[config.mk]
export PLATFORM = sky130hd
export DESIGN_NAME = static_seg_sequencer
export DESIGN_NICKNAME = d
export VERILOG_FILES = /design/src/rtl/static_seg_sequencer.sv
export SDC_FILE = /design/constraint.sdc
export NUM_CORES = 1
export LEC_CHECK = 0
export CORE_MARGIN = 4
export CORE_UTILIZATION = 44
export DETAILED_ROUTE_END_ITERATION = 16
export PLACE_DENSITY = 0.81
export SLEW_MARGIN = 20
export SYNTH_ARGS = -nofsm -noshare
export SYNTH_HDL_FRONTEND = slang
export SYNTH_SLANG_ARGS = --single-unit
[constraint.sdc]
create_clock -name clk -period 3.1 [get_ports clk]
set_input_delay 0.93 -clock clk [delete_from_list [all_inputs] [get_ports clk]]
set_output_delay 0.93 -clock clk [all_outputs]
set_load 0.01 [all_outputs]
[src/rtl/static_seg_sequencer.sv]
// Round-robin burst sequencer for the static data segment: two requesters share one
// memory port. The winner's base/len/dir are latched and the offset pointer walks 0..len-1.
module static_seg_sequencer #(
    parameter int unsigned AW = 20,
    parameter int unsigned LW = 8
) (
    input  logic          clk,
    input  logic          reset,
    input  logic [1:0]    req,
    input  logic [AW-1:0] req_base0,
    input  logic [AW-1:0] req_base1,
    input  logic [LW-1:0] req_len0,
    input  logic [LW-1:0] req_len1,
    input  logic [1:0]    req_we,
    output logic [1:0]    gnt,
    output logic [1:0]    done,
    output logic          aborted,
    output logic          mem_req,
    output logic [AW-1:0] mem_addr,
    output logic          mem_we,
    input  logic          mem_ack,
    output logic [AW-1:0] cur_offset,
    output logic          busy
);

    typedef enum logic [1:0] {
        S_IDLE   = 2'd0,
        S_ISSUE  = 2'd1,
        S_FINISH = 2'd2
    } state_e;

    state_e        state_q, state_d;
    logic          sel_q, sel_d;
    logic          lrr_q, lrr_d;
    logic          we_q, we_d;
    logic          aborted_q, aborted_d;
    logic [AW-1:0] base_q, base_d;
    logic [LW-1:0] len_q, len_d;
    logic [AW-1:0] offset_q, offset_d;

    logic          sel_w;
    logic [LW-1:0] len_w;
    logic [AW-1:0] offset_inc;

    // State register; reset mid-burst drops everything without a done pulse.
    always_ff @(posedge clk or negedge reset) begin
        if (!reset) begin
            state_q   <= S_IDLE;
            sel_q     <= 1'b0;
            lrr_q     <= 1'b1;
            we_q      <= 1'b0;
            aborted_q <= 1'b0;
            base_q    <= '0;
            len_q     <= '0;
            offset_q  <= '0;
        end else begin
            state_q   <= state_d;
            sel_q     <= sel_d;
            lrr_q     <= lrr_d;
            we_q      <= we_d;
            aborted_q <= aborted_d;
            base_q    <= base_d;
            len_q     <= len_d;
            offset_q  <= offset_d;
        end
    end

    // Next-state: arbitration, latching and offset pointer sequencing.
    always_comb begin
        state_d    = state_q;
        sel_d      = sel_q;
        lrr_d      = lrr_q;
        we_d       = we_q;
        aborted_d  = aborted_q;
        base_d     = base_q;
        len_d      = len_q;
        offset_d   = offset_q;
        sel_w      = (req == 2'b11) ? ~lrr_q : req[1];
        len_w      = sel_w ? req_len1 : req_len0;
        offset_inc = offset_q + AW'(1);

        case (state_q)
            S_IDLE: begin
                if (req != 2'b00) begin
                    sel_d     = sel_w;
                    base_d    = sel_w ? req_base1 : req_base0;
                    len_d     = len_w;
                    we_d      = req_we[sel_w];
                    offset_d  = '0;
                    aborted_d = 1'b0;
                    state_d   = (len_w == '0) ? S_FINISH : S_ISSUE;
                end
            end
            S_ISSUE: begin
                if (mem_ack) begin
                    offset_d = offset_inc;
                    if (offset_inc == AW'(len_q)) begin
                        aborted_d = 1'b0;
                        state_d   = S_FINISH;
                    end else if (!req[sel_q]) begin
                        aborted_d = 1'b1;
                        state_d   = S_FINISH;
                    end
                end
            end
            S_FINISH: begin
                lrr_d   = sel_q;
                state_d = S_IDLE;
            end
            default: state_d = S_IDLE;
        endcase
    end

    // Outputs decode only registered state.
    always_comb begin
        gnt        = 2'b00;
        done       = 2'b00;
        aborted    = 1'b0;
        mem_req    = 1'b0;
        mem_addr   = '0;
        mem_we     = 1'b0;
        cur_offset = offset_q;
        busy       = (state_q != S_IDLE);

        if (state_q != S_IDLE) begin
            gnt = sel_q ? 2'b10 : 2'b01;
        end
        if (state_q == S_ISSUE) begin
            mem_req  = 1'b1;
            mem_addr = base_q + offset_q;
            mem_we   = we_q;
        end
        if (state_q == S_FINISH) begin
            done    = sel_q ? 2'b10 : 2'b01;
            aborted = aborted_q;
        end
    end

endmodule

Word level (Yosys, flattened, before mapping)
Index checks and enable logic that the tools add are counted.
Storage, ports and cells
  word-level logic and storage cells: 57
  bits in registers: 54
  output and inout bits: 48
Cells by class
  magnitude comparators: 2
  reductions and logical operators: 9
  mux-type cells: 28
  $add $sub $neg: 2
  equal/unequal tests: 7
  bitwise gates (word level): 1
Operators with widths (number)
  $mux W20: 4
  $pmux W20 S2: 1
  $add A20 B1 Y20 const B: 1
  $add A20 B20 Y20: 1
  $eq A20 B8 Y1: 1
  $mux W2: 8
  $mux W1: 12
  $logic_not A8 Y1: 1
  $mux W8: 1
  $reduce_and A3 Y1: 2
  $reduce_bool A2 Y1: 3
  $eq A2 B2 Y1 const B: 2
  $lt A1 B2 Y1 const B: 2
  $ne A2 B2 Y1 const B: 2
  $pmux W2 S2: 1
  $reduce_and A4 Y1: 1
  $ne A3 B3 Y1 const B: 1
  $eq A2 B1 Y1 const B: 1
  $logic_not A2 Y1: 1
  $pmux W1 S2: 1
  $reduce_and A2 Y1: 1
  $not A1 Y1: 1

Longest topological paths before layout
  word-level depth: 7
  depth in mapped cells: 11
  depth with buffers taken out: 11

Least setup slack after synthesis
Ideal clock, no wire load.
  kind: register to output
  start point: register offset_q[0] (netlist: cur_offset[0])
  end point: output mem_addr[16]
  cell stages (with the launch flop): 11
  slack: -288 ps
  required time: 2170 ps
  arrival: 2458 ps
  path buffers: 0
  path through: dfrtp_1 ha_1 inv_1 fa_1 nor2b_1 o2111ai_1 nand3_1 a41oi_1 o21ai_1 a211oi_1 o31ai_1
Between the ends
  word-level cells in the longest chain between the ends: 2
RTL lines
  start: declaration: RTL line 39  | logic [AW-1:0] offset_q, offset_d;
  start signal: assignment: RTL line 64  | offset_q <= offset_d;
  $add A20 B20 Y20: RTL line 130  | mem_addr = base_q + offset_q;
  $mux W20: RTL line 128  | if (state_q == S_ISSUE) begin
  end: declaration: RTL line 19  | output logic [AW-1:0] mem_addr,
Every way passes these cells.

Worst setup path after layout
  start point: register base_q[1]
  end point: output mem_addr[16]
Between the ends
  word-level cells in the longest chain between the ends: 2
RTL lines
  start: declaration: RTL line 37  | logic [AW-1:0] base_q, base_d;
  start signal: assignment: RTL line 62  | base_q <= base_d;
  $add A20 B20 Y20: RTL line 130
  $mux W20: RTL line 128
Every way passes these cells.

==> impl_metrics.py <==
metrics = {
    "finish": {
        "multi_input_area_um2": 2750,
        "area_growth_syn_to_layout_pct": 49.1,
        "drive_gt1_share_pct": 23.0,
        "nets": 740,
        "regArea_um2": 1360,
        "diodes": 0,
        "fin_util_pct": 68.1,
        "fill_cells": 697,
    },
    "synthesis": {
        "avgSynthCellArea_um2": 8.30,
        "yosysSeqAreaShare_pct": 33.6,
        "synth_fp_nets": 569,
        "synth_edf_count": 0,
        "synth_commonest_cells": "o21ai_0 (65), nand2_1 (59), dfrtp_1 (53)",
        "synth_fa_ha_area_share_pct": 6.71,
        "synth_top_family_by_area": "simple AND/OR/NAND/NOR gates",
        "syn_area_um2": 4030,
        "synth_cell_type_count": 61,
        "synthXorXnorAreaFrac_pct": 5.88,
        "synthSimpleGateAreaFrac_pct": 23.2,
        "synth.area.mux_share_pct": 8.02,
        "synth-seq-cells": 54,
        "synth_top_area_cell": "dfrtp_1",
        "synth-compound-area-share_pct": 19.1,
        "yosys_warnings": 0,
        "synth-main-ff-cell": "dfrtp_1",
        "yosysMostFrequentCell": "o21ai_0",
        "syn_inst": 485,
        "synth_top_cells_by_area": "dfrtp_1 (33%), o21ai_0 (8.1%), mux2i_1 (7.5%)",
        "async_flop_share_pct": 100,
        "synth_top_area_share_pct": 32.9,
    },
    "route": {
        "first_iter_violations": 364,
        "via_per_inst": 5.81,
        "drtPass1Iterations": 5,
        "wl_per_cell_um": 17.5,
        "wirelength_mm": 13.4,
        "drtAntennaViolNets": 0,
        "route.detailed.drc": 0,
        "vias": 4445,
    },
    "place": {
        "dp_hpwl_mm": 9.84,
        "place.gp.congestion": 0.882,
        "io_buffers": 110,
    },
    "pwr": {
        "p_total_mw": 3.96,
        "pwr_density_cell_nw_per_um2": 659,
        "ir_drop_uv": 442,
        "p_leak_nw": 2.66,
    },
    "critical_path": {
        "worstPathMaxFanout": 3,
        "r2r_slack_ns": 0.49,
        "crit_type": "reg2out",
        "arrival_ns": 2.80,
        "max_stage_delay_ns": 0.43,
        "startpoint_type": "register",
        "r2r-end": "aborted_q$_DFFE_PN0P_",
        "critPathCapture": "mem_addr[16]",
        "cp_data_required_time_ns": 2.17,
        "reg2reg_depth": 10,
        "endpoint_kind": "output pin",
        "path_cells": "buf_4 -> inv_2 -> fa_2 -> nor2b_4 -> o2111ai_2 -> nand3_2 -> a41oi_2 -> o21ai_2 -> buf_4 -> a211oi_4 -> o211ai_1 -> o31ai_2 -> buf_2",
        "critPathMostFrequentCell": "buf_4",
        "crit_path_top_delay_cell": "dfrtp_1",
        "startpoint": "base_q[1]$_DFFE_PN0P_",
        "r2r-start": "cur_offset[0]$_DFFE_PN0P_",
    },
    "cts": {
        "clock_sinks": 54,
        "numCtsBuffers": 5,
        "cts.clk_slew.worst_paths_ns": 0.11,
        "cts_tree": "done",
        "htreeDepth": 2,
        "cts_root_buf": "clkbuf_8",
        "clock_insertion_delay_worst_skew_ns": 0.31,
        "cts.path.max_buffers": 2,
        "cts_hold_buf": 0,
    },
    "timing": {
        "finalCritPeriodShare_pct": 120,
        "worst_clock_skew_ns": 0.00638,
        "rsz0062_at_grt": "true",
        "fin_crit_ns": 3.73,
        "tightest_slew_ns": 1.10,
        "timing.final.max_slew_violations": 0,
        "setup_slack_ns": -0.629,
        "hold_viol_final": 0,
        "setup_viol": 13,
        "slew_headroom_pct": 26.5,
        "max_freq_mhz": 268,
    },
    "outcome": {
        "violations": "negative setup slack",
        "outcome": "finished with violations",
    },
    "die": {
        "die_x_um": 104,
        "ioPinCount": 111,
        "core.rowCount": 34,
        "start_util_pct": 45.7,
        "coreArea_um2": 8810,
        "dieHeight_um": 104,
        "die-area_um2": 10700,
    },
    "global_route": {
        "track_usage_pct": 23.7,
        "grt_overflow": 0,
        "antenna_found_initial": 0,
        "grt_max_degree": 31,
        "grt_pass1_vias": 4443,
        "grt_pass1_wl_mm": 21.4,
    },
    "worst_hold_path": {
        "min_path_type": "reg2reg",
    },
    "run": {
        "maxCapViolCount": 0,
    },
}
[cell type report]
| class | instances | share of cell area (%) |
|---|---|---|
| multi-input combinational | 398 | 45.8 |
| timing repair buffer | 188 | 27.2 |
| sequential | 54 | 22.6 |
| tap | 108 | 2.25 |
| clock buffer | 6 | 1.38 |
| inverter | 9 | 0.563 |
| clock inverter | 2 | 0.271 |
[critical path, delay by kind of cell, from the launching register on]
family	cells	cell delay (ns)
AO/OA/AOI/OAI	6	0.90
flip-flops	1	0.43
adder cells (fa/ha/maj)	1	0.38
buffers and inverters	4	0.51
AND/OR/NAND/NOR	2	0.26
[cell usage in the layout (no fill, tap or decap), drive strengths merged, types with 7 or more instances in the layout]
cell type / count
and2: 7
clkdlybuf4s50: 91
nor2b: 9
ha: 20
nand2: 60
a21oi: 14
xor2: 11
inv: 10
nor4: 8
nor2: 52
o21ai: 72
buf: 95
xnor2: 16
nor3: 11
nand3: 16
mux2i: 30
nand4: 10
dfrtp: 53
[state kept, by name, indices dropped and copies added, names as in the netlist]
register and count:
base_q 20, cur_offset 20, we_q 1, len_q 8, sel_q 1, lrr_q 1, state_q 2, aborted_q 1
[worst min path at each step]
stage,start,to,cells after the start
after floorplan,we_q$_DFFE_PN0P_,we_q$_DFFE_PN0P_,2
after global placement,we_q$_DFFE_PN0P_,we_q$_DFFE_PN0P_,2
after detailed placement,we_q$_DFFE_PN0P_,we_q$_DFFE_PN0P_,2
after CTS,we_q$_DFFE_PN0P_,we_q$_DFFE_PN0P_,2
after global routing,we_q$_DFFE_PN0P_,we_q$_DFFE_PN0P_,2
final,we_q$_DFFE_PN0P_,we_q$_DFFE_PN0P_,2
[layer usage]
metal,global-route usage (%),vias up,share of wire [%]
li1,-,2077,-
met1,29.7,2138,41
met2,42.6,204,50
met3,4.42,26,7.1
met4,5.13,0,1.6
met5,0,-,0
[through the flow]
stage               hold slack, ns  std cells  TNS [ns]  setup WS (ns)  area [um^2]
floorplan                    0.442        485         0        0.00311         4120
global placement             0.460        743     -4.24         -0.530         5760
detailed placement           0.471        743     -5.17         -0.634         5760
CTS                          0.495        760     -4.29         -0.512         5930
global route                 0.523        765     -7.29         -0.787         6000
finish                       0.493        765     -5.49         -0.629         6000
[report_power, final]
part,internal [mW],switching [mW],total [mW]
clock,0.185,0.259,0.444
sequential,0.945,0.208,1.15
combinational,1.08,1.27,2.36
total,2.21,1.74,3.96
[logic make-up after synthesis]
group                    count (synthesis)
multiplexers                            32
buffers and inverters                   33
XOR/XNOR                                27
AO/OA/AOI/OAI                          126
adder cells (fa/ha/maj)                 21
AND/OR/NAND/NOR                        192
flip-flops                              54
[what timing repair did]
action	CTS	global route
cloned	0	0
pin swaps	28	14
setup buffers	12	5
gates resized for setup	82	10
setup endpoints to repair	18	16
Note: power is estimated with default switching activity, not from simulation.
